[config.mk]
export PLATFORM = sky130hd
export DESIGN_NAME = mem_access_flat
export DESIGN_NICKNAME = d
export VERILOG_FILES = /design/src/rtl/mem_access_if.sv /design/src/rtl/mem_access.sv /design/src/flat_wrapper.sv
export SDC_FILE = /design/constraint.sdc
export NUM_CORES = 1
export LEC_CHECK = 0
export ABC_CLOCK_PERIOD_IN_PS = 13500
export BUFFER_PORTS_ARGS = -buffer_cell sky130_fd_sc_hd__buf_2
export CORE_UTILIZATION = 35
export CTS_CLUSTER_SIZE = 40
export DETAILED_ROUTE_END_ITERATION = 10
export PLACE_DENSITY_LB_ADDON = 0.15
export SETUP_SLACK_MARGIN = 0.15
export SLEW_MARGIN = 20
export SYNTH_ARGS = -nofsm -noshare
export SYNTH_HDL_FRONTEND = slang
export SYNTH_SLANG_ARGS = --single-unit
[constraint.sdc]
create_clock -name clk -period 13.5 [get_ports clk]
set_input_delay 1.35 -clock clk [delete_from_list [all_inputs] [get_ports clk]]
set_output_delay 1.35 -clock clk [all_outputs]
set_load 0.02 [all_outputs]
[src/rtl/mem_access_if.sv]
// mem_access_if: pipeline and data-bus signals of the memory access stage
// Ports (signals):
//   in_*    EX-side record with valid/ready handshake
//   dreq_*  data-bus request, dresp_* data-bus completion
//   out_*   WB-side record with valid/ready handshake
//   out_misalign exists only when MEM_MISALIGN_CHECK_EN is defined
// Modports: slave = the stage itself, master = its surroundings
interface mem_access_if #(parameter int XLEN = 64, parameter int REGW = 5);
   logic            in_valid;
   logic            in_ready;
   logic [XLEN-1:0] in_result;
   logic [XLEN-1:0] in_wdata;
   logic            in_load;
   logic            in_store;
   logic [1:0]      in_size;
   logic            in_unsigned;
   logic [REGW-1:0] in_rd;
   logic            in_wen;
   logic            dreq_valid;
   logic            dreq_write;
   logic [XLEN-1:0] dreq_addr;
   logic [7:0]      dreq_strobe;
   logic [XLEN-1:0] dreq_wdata;
   logic            dresp_valid;
   logic [XLEN-1:0] dresp_rdata;
   logic            out_valid;
   logic            out_ready;
   logic [XLEN-1:0] out_data;
   logic [REGW-1:0] out_rd;
   logic            out_wen;
`ifdef MEM_MISALIGN_CHECK_EN
   logic            out_misalign;
   modport slave (
      input  in_valid, in_result, in_wdata, in_load, in_store, in_size, in_unsigned, in_rd, in_wen,
      input  dresp_valid, dresp_rdata, out_ready,
      output in_ready, dreq_valid, dreq_write, dreq_addr, dreq_strobe, dreq_wdata,
      output out_valid, out_data, out_rd, out_wen, out_misalign
   );
   modport master (
      output in_valid, in_result, in_wdata, in_load, in_store, in_size, in_unsigned, in_rd, in_wen,
      output dresp_valid, dresp_rdata, out_ready,
      input  in_ready, dreq_valid, dreq_write, dreq_addr, dreq_strobe, dreq_wdata,
      input  out_valid, out_data, out_rd, out_wen, out_misalign
   );
`else
   modport slave (
      input  in_valid, in_result, in_wdata, in_load, in_store, in_size, in_unsigned, in_rd, in_wen,
      input  dresp_valid, dresp_rdata, out_ready,
      output in_ready, dreq_valid, dreq_write, dreq_addr, dreq_strobe, dreq_wdata,
      output out_valid, out_data, out_rd, out_wen
   );
   modport master (
      output in_valid, in_result, in_wdata, in_load, in_store, in_size, in_unsigned, in_rd, in_wen,
      output dresp_valid, dresp_rdata, out_ready,
      input  in_ready, dreq_valid, dreq_write, dreq_addr, dreq_strobe, dreq_wdata,
      input  out_valid, out_data, out_rd, out_wen
   );
`endif
endinterface

[src/rtl/mem_access.sv]
// mem_access: memory stage issuing one bus transaction per load/store and producing a WB record
// Ports:
//   clk    rising-edge clock
//   reset  asynchronous active-high reset
//   bus    mem_access_if.slave (EX handshake, data bus, WB handshake)
// Optional feature: MEM_MISALIGN_CHECK_EN adds out_misalign and faults misaligned mem ops
module mem_access (
   input logic        clk,
   input logic        reset,
   mem_access_if.slave bus
);
   typedef enum logic [1:0] {IDLE, BUSREQ, DONE} state_t;
   state_t      state, state_n;
   logic        load_r, uns_r, mem_op, mis, accept;
   logic [1:0]  size_r;
   logic [2:0]  off_r;
   logic [7:0]  mask;
   logic [63:0] shifted, ext;
   assign mem_op = bus.in_load | bus.in_store;
   assign accept = (state == IDLE) & bus.in_valid;
   assign mask = bus.in_size == 2'd0 ? 8'h01 : bus.in_size == 2'd1 ? 8'h03 : bus.in_size == 2'd2 ? 8'h0f : 8'hff;
`ifdef MEM_MISALIGN_CHECK_EN
   assign mis = mem_op & (bus.in_size == 2'd1 ? bus.in_result[0] :
                          bus.in_size == 2'd2 ? |bus.in_result[1:0] :
                          bus.in_size == 2'd3 ? |bus.in_result[2:0] : 1'b0);
`else
   assign mis = 1'b0;
`endif
   assign shifted = bus.dresp_rdata >> {off_r, 3'b000};
   assign ext = size_r == 2'd0 ? {{56{~uns_r & shifted[7]}}, shifted[7:0]} :
                size_r == 2'd1 ? {{48{~uns_r & shifted[15]}}, shifted[15:0]} :
                size_r == 2'd2 ? {{32{~uns_r & shifted[31]}}, shifted[31:0]} : shifted;
   always_ff @(posedge clk or posedge reset)
      if (reset) state <= IDLE;
      else state <= state_n;
   always_comb begin
      state_n = state;
      bus.in_ready = state == IDLE;
      bus.dreq_valid = state == BUSREQ;
      bus.out_valid = state == DONE;
      case (state)
         IDLE:    state_n = bus.in_valid ? ((mem_op & ~mis) ? BUSREQ : DONE) : IDLE;
         BUSREQ:  state_n = bus.dresp_valid ? DONE : BUSREQ;
         DONE:    state_n = bus.out_ready ? IDLE : DONE;
         default: state_n = IDLE;
      endcase
   end
   // bus request fields are registered at accept so they hold steady through any stall
   always_ff @(posedge clk or posedge reset)
      if (reset) begin
         bus.dreq_write <= 1'b0;
         bus.dreq_addr <= '0;
         bus.dreq_strobe <= '0;
         bus.dreq_wdata <= '0;
         bus.out_data <= '0;
         bus.out_rd <= '0;
         bus.out_wen <= 1'b0;
         load_r <= 1'b0;
         uns_r <= 1'b0;
         size_r <= '0;
         off_r <= '0;
`ifdef MEM_MISALIGN_CHECK_EN
         bus.out_misalign <= 1'b0;
`endif
      end else if (accept) begin
         bus.dreq_write <= bus.in_store;
         bus.dreq_addr <= {bus.in_result[63:3], 3'b000};
         bus.dreq_strobe <= mask << bus.in_result[2:0];
         bus.dreq_wdata <= bus.in_wdata << {bus.in_result[2:0], 3'b000};
         bus.out_data <= bus.in_result;
         bus.out_rd <= bus.in_rd;
         bus.out_wen <= bus.in_wen & ~bus.in_store & ~mis;
         load_r <= bus.in_load;
         uns_r <= bus.in_unsigned;
         size_r <= bus.in_size;
         off_r <= bus.in_result[2:0];
`ifdef MEM_MISALIGN_CHECK_EN
         bus.out_misalign <= mis;
`endif
      end else if ((state == BUSREQ) & bus.dresp_valid & load_r) begin
         bus.out_data <= ext;
      end
endmodule

[src/flat_wrapper.sv]
// flat-port wrapper written by rule: the top's interface ports become plain ports
module mem_access_flat 
  (clk, reset, bus_in_valid, bus_in_result, bus_in_wdata, bus_in_load, bus_in_store, bus_in_size, bus_in_unsigned, bus_in_rd, bus_in_wen, bus_dresp_valid, bus_dresp_rdata, bus_out_ready, bus_in_ready, bus_dreq_valid, bus_dreq_write, bus_dreq_addr, bus_dreq_strobe, bus_dreq_wdata, bus_out_valid, bus_out_data, bus_out_rd, bus_out_wen);
  mem_access_if bus_i ();
  input logic clk;
  input logic reset;
  input wire logic [$bits(bus_i.in_valid)-1:0] bus_in_valid;
  input wire logic [$bits(bus_i.in_result)-1:0] bus_in_result;
  input wire logic [$bits(bus_i.in_wdata)-1:0] bus_in_wdata;
  input wire logic [$bits(bus_i.in_load)-1:0] bus_in_load;
  input wire logic [$bits(bus_i.in_store)-1:0] bus_in_store;
  input wire logic [$bits(bus_i.in_size)-1:0] bus_in_size;
  input wire logic [$bits(bus_i.in_unsigned)-1:0] bus_in_unsigned;
  input wire logic [$bits(bus_i.in_rd)-1:0] bus_in_rd;
  input wire logic [$bits(bus_i.in_wen)-1:0] bus_in_wen;
  input wire logic [$bits(bus_i.dresp_valid)-1:0] bus_dresp_valid;
  input wire logic [$bits(bus_i.dresp_rdata)-1:0] bus_dresp_rdata;
  input wire logic [$bits(bus_i.out_ready)-1:0] bus_out_ready;
  output wire logic [$bits(bus_i.in_ready)-1:0] bus_in_ready;
  output wire logic [$bits(bus_i.dreq_valid)-1:0] bus_dreq_valid;
  output wire logic [$bits(bus_i.dreq_write)-1:0] bus_dreq_write;
  output wire logic [$bits(bus_i.dreq_addr)-1:0] bus_dreq_addr;
  output wire logic [$bits(bus_i.dreq_strobe)-1:0] bus_dreq_strobe;
  output wire logic [$bits(bus_i.dreq_wdata)-1:0] bus_dreq_wdata;
  output wire logic [$bits(bus_i.out_valid)-1:0] bus_out_valid;
  output wire logic [$bits(bus_i.out_data)-1:0] bus_out_data;
  output wire logic [$bits(bus_i.out_rd)-1:0] bus_out_rd;
  output wire logic [$bits(bus_i.out_wen)-1:0] bus_out_wen;
  assign bus_i.in_valid = bus_in_valid;
  assign bus_i.in_result = bus_in_result;
  assign bus_i.in_wdata = bus_in_wdata;
  assign bus_i.in_load = bus_in_load;
  assign bus_i.in_store = bus_in_store;
  assign bus_i.in_size = bus_in_size;
  assign bus_i.in_unsigned = bus_in_unsigned;
  assign bus_i.in_rd = bus_in_rd;
  assign bus_i.in_wen = bus_in_wen;
  assign bus_i.dresp_valid = bus_dresp_valid;
  assign bus_i.dresp_rdata = bus_dresp_rdata;
  assign bus_i.out_ready = bus_out_ready;
  assign bus_in_ready = bus_i.in_ready;
  assign bus_dreq_valid = bus_i.dreq_valid;
  assign bus_dreq_write = bus_i.dreq_write;
  assign bus_dreq_addr = bus_i.dreq_addr;
  assign bus_dreq_strobe = bus_i.dreq_strobe;
  assign bus_dreq_wdata = bus_i.dreq_wdata;
  assign bus_out_valid = bus_i.out_valid;
  assign bus_out_data = bus_i.out_data;
  assign bus_out_rd = bus_i.out_rd;
  assign bus_out_wen = bus_i.out_wen;
  mem_access u_core (.clk(clk), .reset(reset), .bus(bus_i));
endmodule
# After elaboration in Yosys (flattened, before gate mapping)

Cells that the tools add are included.

Register bits: 213
Bits in latches: 0
Bits in writable memories: 0
ROM bits: 0
Word-level logic and storage cells: 48
Memories: 0

Add/sub/neg operators: 0
Multiply operators: 0
Divide/modulo/power cells: 0
$lt $le $gt $ge: 0
Equal/unequal tests: 6
Shift operators: 3
Mux-type cells: 13
Bitwise gates (word level): 10
Reduce and logical (&&, ||, !) cells: 4

Operators with widths:

| operator           | number |
|---|---|
| $mux 64            | 5 |
| $shl 64x6->64      | 1 |
| $shr 64x6->64      | 1 |
| $mux 8             | 3 |
| $mux 2             | 4 |
| $shl 8x3->8        | 1 |
| $and 1x1->1        | 7 |
| $eq 2x1->1 const B | 3 |
| $eq 2x2->1 const B | 3 |
| $logic_not 2->1    | 3 |
| $pmux 2 s3         | 1 |
| $not 1->1          | 2 |
| $reduce_bool 2->1  | 1 |
| $or 1x1->1         | 1 |

# Longest topological paths before layout

Depth in word-level cells: 7
Depth in mapped cells: 8

# Worst setup path before layout

OpenSTA, ideal clock, no wires.

Path kind: input to register
Start: in bus_dresp_rdata[63]
End: reg u_core.bus.out_data[39]
Library setup time: 0.138 ns
Data arrival time: 2.873 ns
Path slack: 10.489 ns
Stages: 6
Buffers on the path: 1
Cells stage by stage: mux2_2 -> mux4_2 -> a32o_2 -> o21ai_2 -> buf_6 -> o221ai_1

Longest elaborated chain between the ends: 7
Elaborated cells on any way between the ends: 9

Ends and longest elaborated chain:

| element                | line                | RTL |
|---|---|---|
| start: declaration     | flat_wrapper.sv:17  | `input wire logic [$bits(bus_i.dresp_rdata)-1:0] bus_dresp_rdata;` |
| $shr 64x6->64 (*)      | mem_access.sv:29    | `assign shifted = bus.dresp_rdata >> {off_r, 3'b000};` |
| $and 1x1->1            | mem_access.sv:32    | `size_r == 2'd2 ? {{32{~uns_r & shifted[31]}}, shifted[31:0]} : shifted;` |
| $mux 64                | mem_access.sv:32    |  |
| $mux 64                | mem_access.sv:31    | `size_r == 2'd1 ? {{48{~uns_r & shifted[15]}}, shifted[15:0]} :` |
| $mux 64 (*)            | mem_access.sv:30    | `assign ext = size_r == 2'd0 ? {{56{~uns_r & shifted[7]}}, shifted[7:0]} :` |
| $mux 64 (*)            | mem_access.sv:80    | `end else if ((state == BUSREQ) & bus.dresp_valid & load_r) begin` |
| $mux 64 (*)            | mem_access.sv:65    | `end else if (accept) begin` |
| end signal: assignment | mem_access.sv:70    | `bus.out_data <= bus.in_result;` |
| end signal: assignment | mem_access.sv:81    | `bus.out_data <= ext;` |
| end: declaration       | mem_access_if.sv:50 | `output out_valid, out_data, out_rd, out_wen` |

Every way passes the cells marked *; elsewhere a longest branch is shown, timed or not. The select of a mux whose other input is x is not followed.
A chain may end at the register's enable or synchronous reset.

# Final worst setup path

Start: in bus_in_valid
End: reg u_core.bus.out_data[57]

Longest elaborated chain between the ends: 2
Elaborated cells on any way between the ends: 3

Ends and longest elaborated chain:

| element                                             | line              | RTL |
|---|---|---|
| start: declaration                                  | flat_wrapper.sv:7 | `input wire logic [$bits(bus_i.in_valid)-1:0] bus_in_valid;` |
| $and 1x1->1 (*)                                     | mem_access.sv:20  | `assign accept = (state == IDLE) & bus.in_valid;` |
| $mux 64 / $reduce_bool 2->1 (equally long branches) | n/a               |  |

Every way passes the cells marked *; elsewhere a longest branch is shown, timed or not.

==> run summary <==
FF+latch count, synth: 213
CP startpoint kind: input pin
Worst path arrival time: 4250 ps
Initial drt markers: 821
Vias post-DR: 11,200
WL per Instance: 22.05 µm
Worst-margin pin slew: 1187 ps
Worst hold slack: 465.2 ps
Worst VDD drop: 0.1103 mV
Initial antenna violation count: 8
Yosys top cell area share: 45.30%
Top FF cell, synth: dfrtp_1
Post-synth EDFFs: 0
CORE AREA: 0.03278 mm²
Max FO, Critical Path: 56
Io pins: 418
Cell Count, Final, Fillers Out: 2,081
Grt ovf: 0
Total Routing Usage GR: 26.41%
Post-Route WL: 45,890 µm
Setup-failing EPs final: 0
Register area share after synthesis: 45.30%
CTS root buffer: clkbuf_16
Skew-Pair Late Insertion Delay: 530 ps
Avg Vias per Cell: 5.382
Status: finished clean
Synth area leader: dfrtp_1
CTS tree: yes
Cells on worst reg2reg path: 7
Hold path cells: 2
Final setup TNS: 0 ps
CTS Buffer Depth: 3
Vias in the first global route: 10,970
P per Cell Area: 243.6 mW/mm²
Pin count of the biggest net entering global routing: 87
Worst Skew: 7.045 ps
First-pass GRT wire length: 68,030 µm
Syn Std Cell Area: 0.01177 mm²
Final hold violation count: 0
Final HPWL DP: 33,990 µm
H-tree depth: 1
TritonCTS Buffers: 26
Layout Nets: 1,824
FP Rows: 66
Fmax: 257.8 MHz
Final WS setup: 9621 ps
Cell count after synthesis: 1,264
Dpl cells: 2,030
Data required, critical path: 13,870 ps
Final worst-path cycle share: 28.73%
Hold Crit Class: reg2reg
Placer Congestion: 0.9143
Async set-or-reset flop fraction in the synthesized netlist: 100.0%
Critical path class: in2reg
Synth area leaders: dfrtp_1, nand2_1, mux2i_1, mux4_2, o21ai_0
Post-CTS Setup Inserts: 0
Post-CTS sizing: 0
Die Span X: 185.4 µm
Die H: 185.4 µm
Dpl ws: 9085 ps
Min Tclk post-route: 3879 ps
Max-slew headroom: 20.67%
Die area: 0.03435 mm²
Share of layout cells above drive strength 1: 32.17%
Syn. warnings: 0
# port buffers: 414
Post-synthesis cell type count: 59
Clock slew at reported path FFs: 60 ps
Lkg Pwr: 0.007483 µW
Mean Syn Cell Area: 9.309 µm²
Drt pass-1 iters: 5
Max_cap viols: 0
CTS Hold Bufs: 0
Worst setup EP type: register
Drt drc: 0
RSZ-0062 raised after global routing: no
Initial Util: 35.89%
Max-slew violations: 0
Clk sink count: 213
Area growth syn-to-layout: 27.16%
Remaining antenna violation count after routing: 0
-- area by class of cell --
class	count	area, µm²
Antenna cell	7	17.52
Multi-Input combinational cell	942	5998
Clock inverter	6	83.83
Tap cell	442	553.0
Inverter	5	26.28
Clock buffer	38	767.0
Fill cell	3310	17820
Sequential cell	213	5336
Timing Repair Buffer	428	2180
-- report_power, final --
| part | leakage [µW] | internal (µW) | switching, µW |
|---|---|---|---|
| registers | 0.00265 | 931 | 182 |
| clock network | 0.000420 | 428 | 279 |
| logic | 0.00441 | 624 | 1200 |
| total | 0.00748 | 1980 | 1660 |
-- critical path, stage by stage --
cell	delay, ps
buf_2	90
nor3b_2	440
buf_4	550
buf_4	620
nor2_1	410
and3_1	360
a21boi_0	260
o211ai_1	120
-- stage by stage --
stage               area (µm²)  total power, µW  utilization [%]
CTS                      14940             3668            45.58
detailed placement       14090             2949            42.99
global placement         14090             2931            42.99
floorplan                11770             2290                -
global route             14950             3874            45.61
finish                   14960             3645            45.64
-- layer usage --
metal / share of wire, % / up-vias / global-route usage (%)
met5: 0.052 / - / 0
met3: 8.3 / 77 / 6.705
li1: - / 5231 / -
met1: 40 / 5427 / 32.50
met4: 3.2 / 4 / 8.860
met2: 48 / 461 / 44.75
-- final timing paths --
path,endpoint,slack (ps),start
max,u_core.bus.out_data[57],9620,bus_in_valid
min,u_core.bus.out_wen,470,u_core.bus.out_wen
max reg2reg,u_core.bus.out_data[57],10000,u_core.state[0]
min reg2reg,u_core.bus.out_wen,470,u_core.bus.out_wen
max in group asynchronous,u_core.bus.dreq_addr[32],11220,reset
min in group asynchronous,u_core.bus.out_rd[1],880,reset
-- cell usage after synthesis, types with 3 or more instances --
cell type	n
inv_1	3
and2_1	13
buf_1	16
and3_1	4
a21boi_0	10
a2111oi_0	4
o221ai_1	19
mux2_2	14
a22o_1	24
o22ai_1	10
a22oi_1	8
clkbuf_1	68
dfrtp_1	213
mux4_2	22
nand3_1	6
a221o_1	7
nand4_1	5
o211ai_2	7
o211ai_1	25
nor2b_1	23
buf_2	16
mux2i_1	120
o32ai_1	3
nor2_1	54
o21ai_0	88
a211oi_1	32
nand2_1	348
a21oi_1	35
buf_4	5
nand2b_1	4
o21a_1	10
o2bb2ai_1	6
o21ai_1	4
-- cells in the final DEF, fill, tap and decap left out, types with 8 or more instances in the layout --
cell type,instances
o22ai_1,10
clkbuf_16,27
buf_2,413
o211ai_1,25
nor2_1,52
a21oi_1,35
a211oi_1,32
nand2_1,348
mux2_2,14
a22o_1,24
mux4_2,22
nor2b_1,23
o21ai_0,88
o221ai_1,19
buf_4,15
a22oi_1,8
and2_1,13
a21boi_0,10
mux2i_1,120
o21a_1,10
dfrtp_1,210
-- cells by family after synthesis --
group,count (synthesis),share of synthesized area [%]
buffers and inverters,111,3.935
DFF,213,45.30
other,1,0.03187
muxes,156,15.76
AOI/OAI and AO/OA,310,18.15
and+or+nand+nor,473,16.82
-- sequential cells by signal, summed over array words and instances (netlist names) --
| name | cells |
|---|---|
| u_core.off_r | 3 |
| u_core.uns_r | 1 |
| u_core.bus.dreq_write | 1 |
| u_core.bus.dreq_strobe | 8 |
| u_core.bus.out_data | 64 |
| u_core.bus.dreq_addr | 61 |
| u_core.bus.dreq_wdata | 64 |
| u_core.bus.out_rd | 5 |
| u_core.load_r | 1 |
| u_core.state | 2 |
| u_core.size_r | 2 |
| u_core.bus.out_wen | 1 |
No activity file was read; power rests on OpenSTA's default activity.
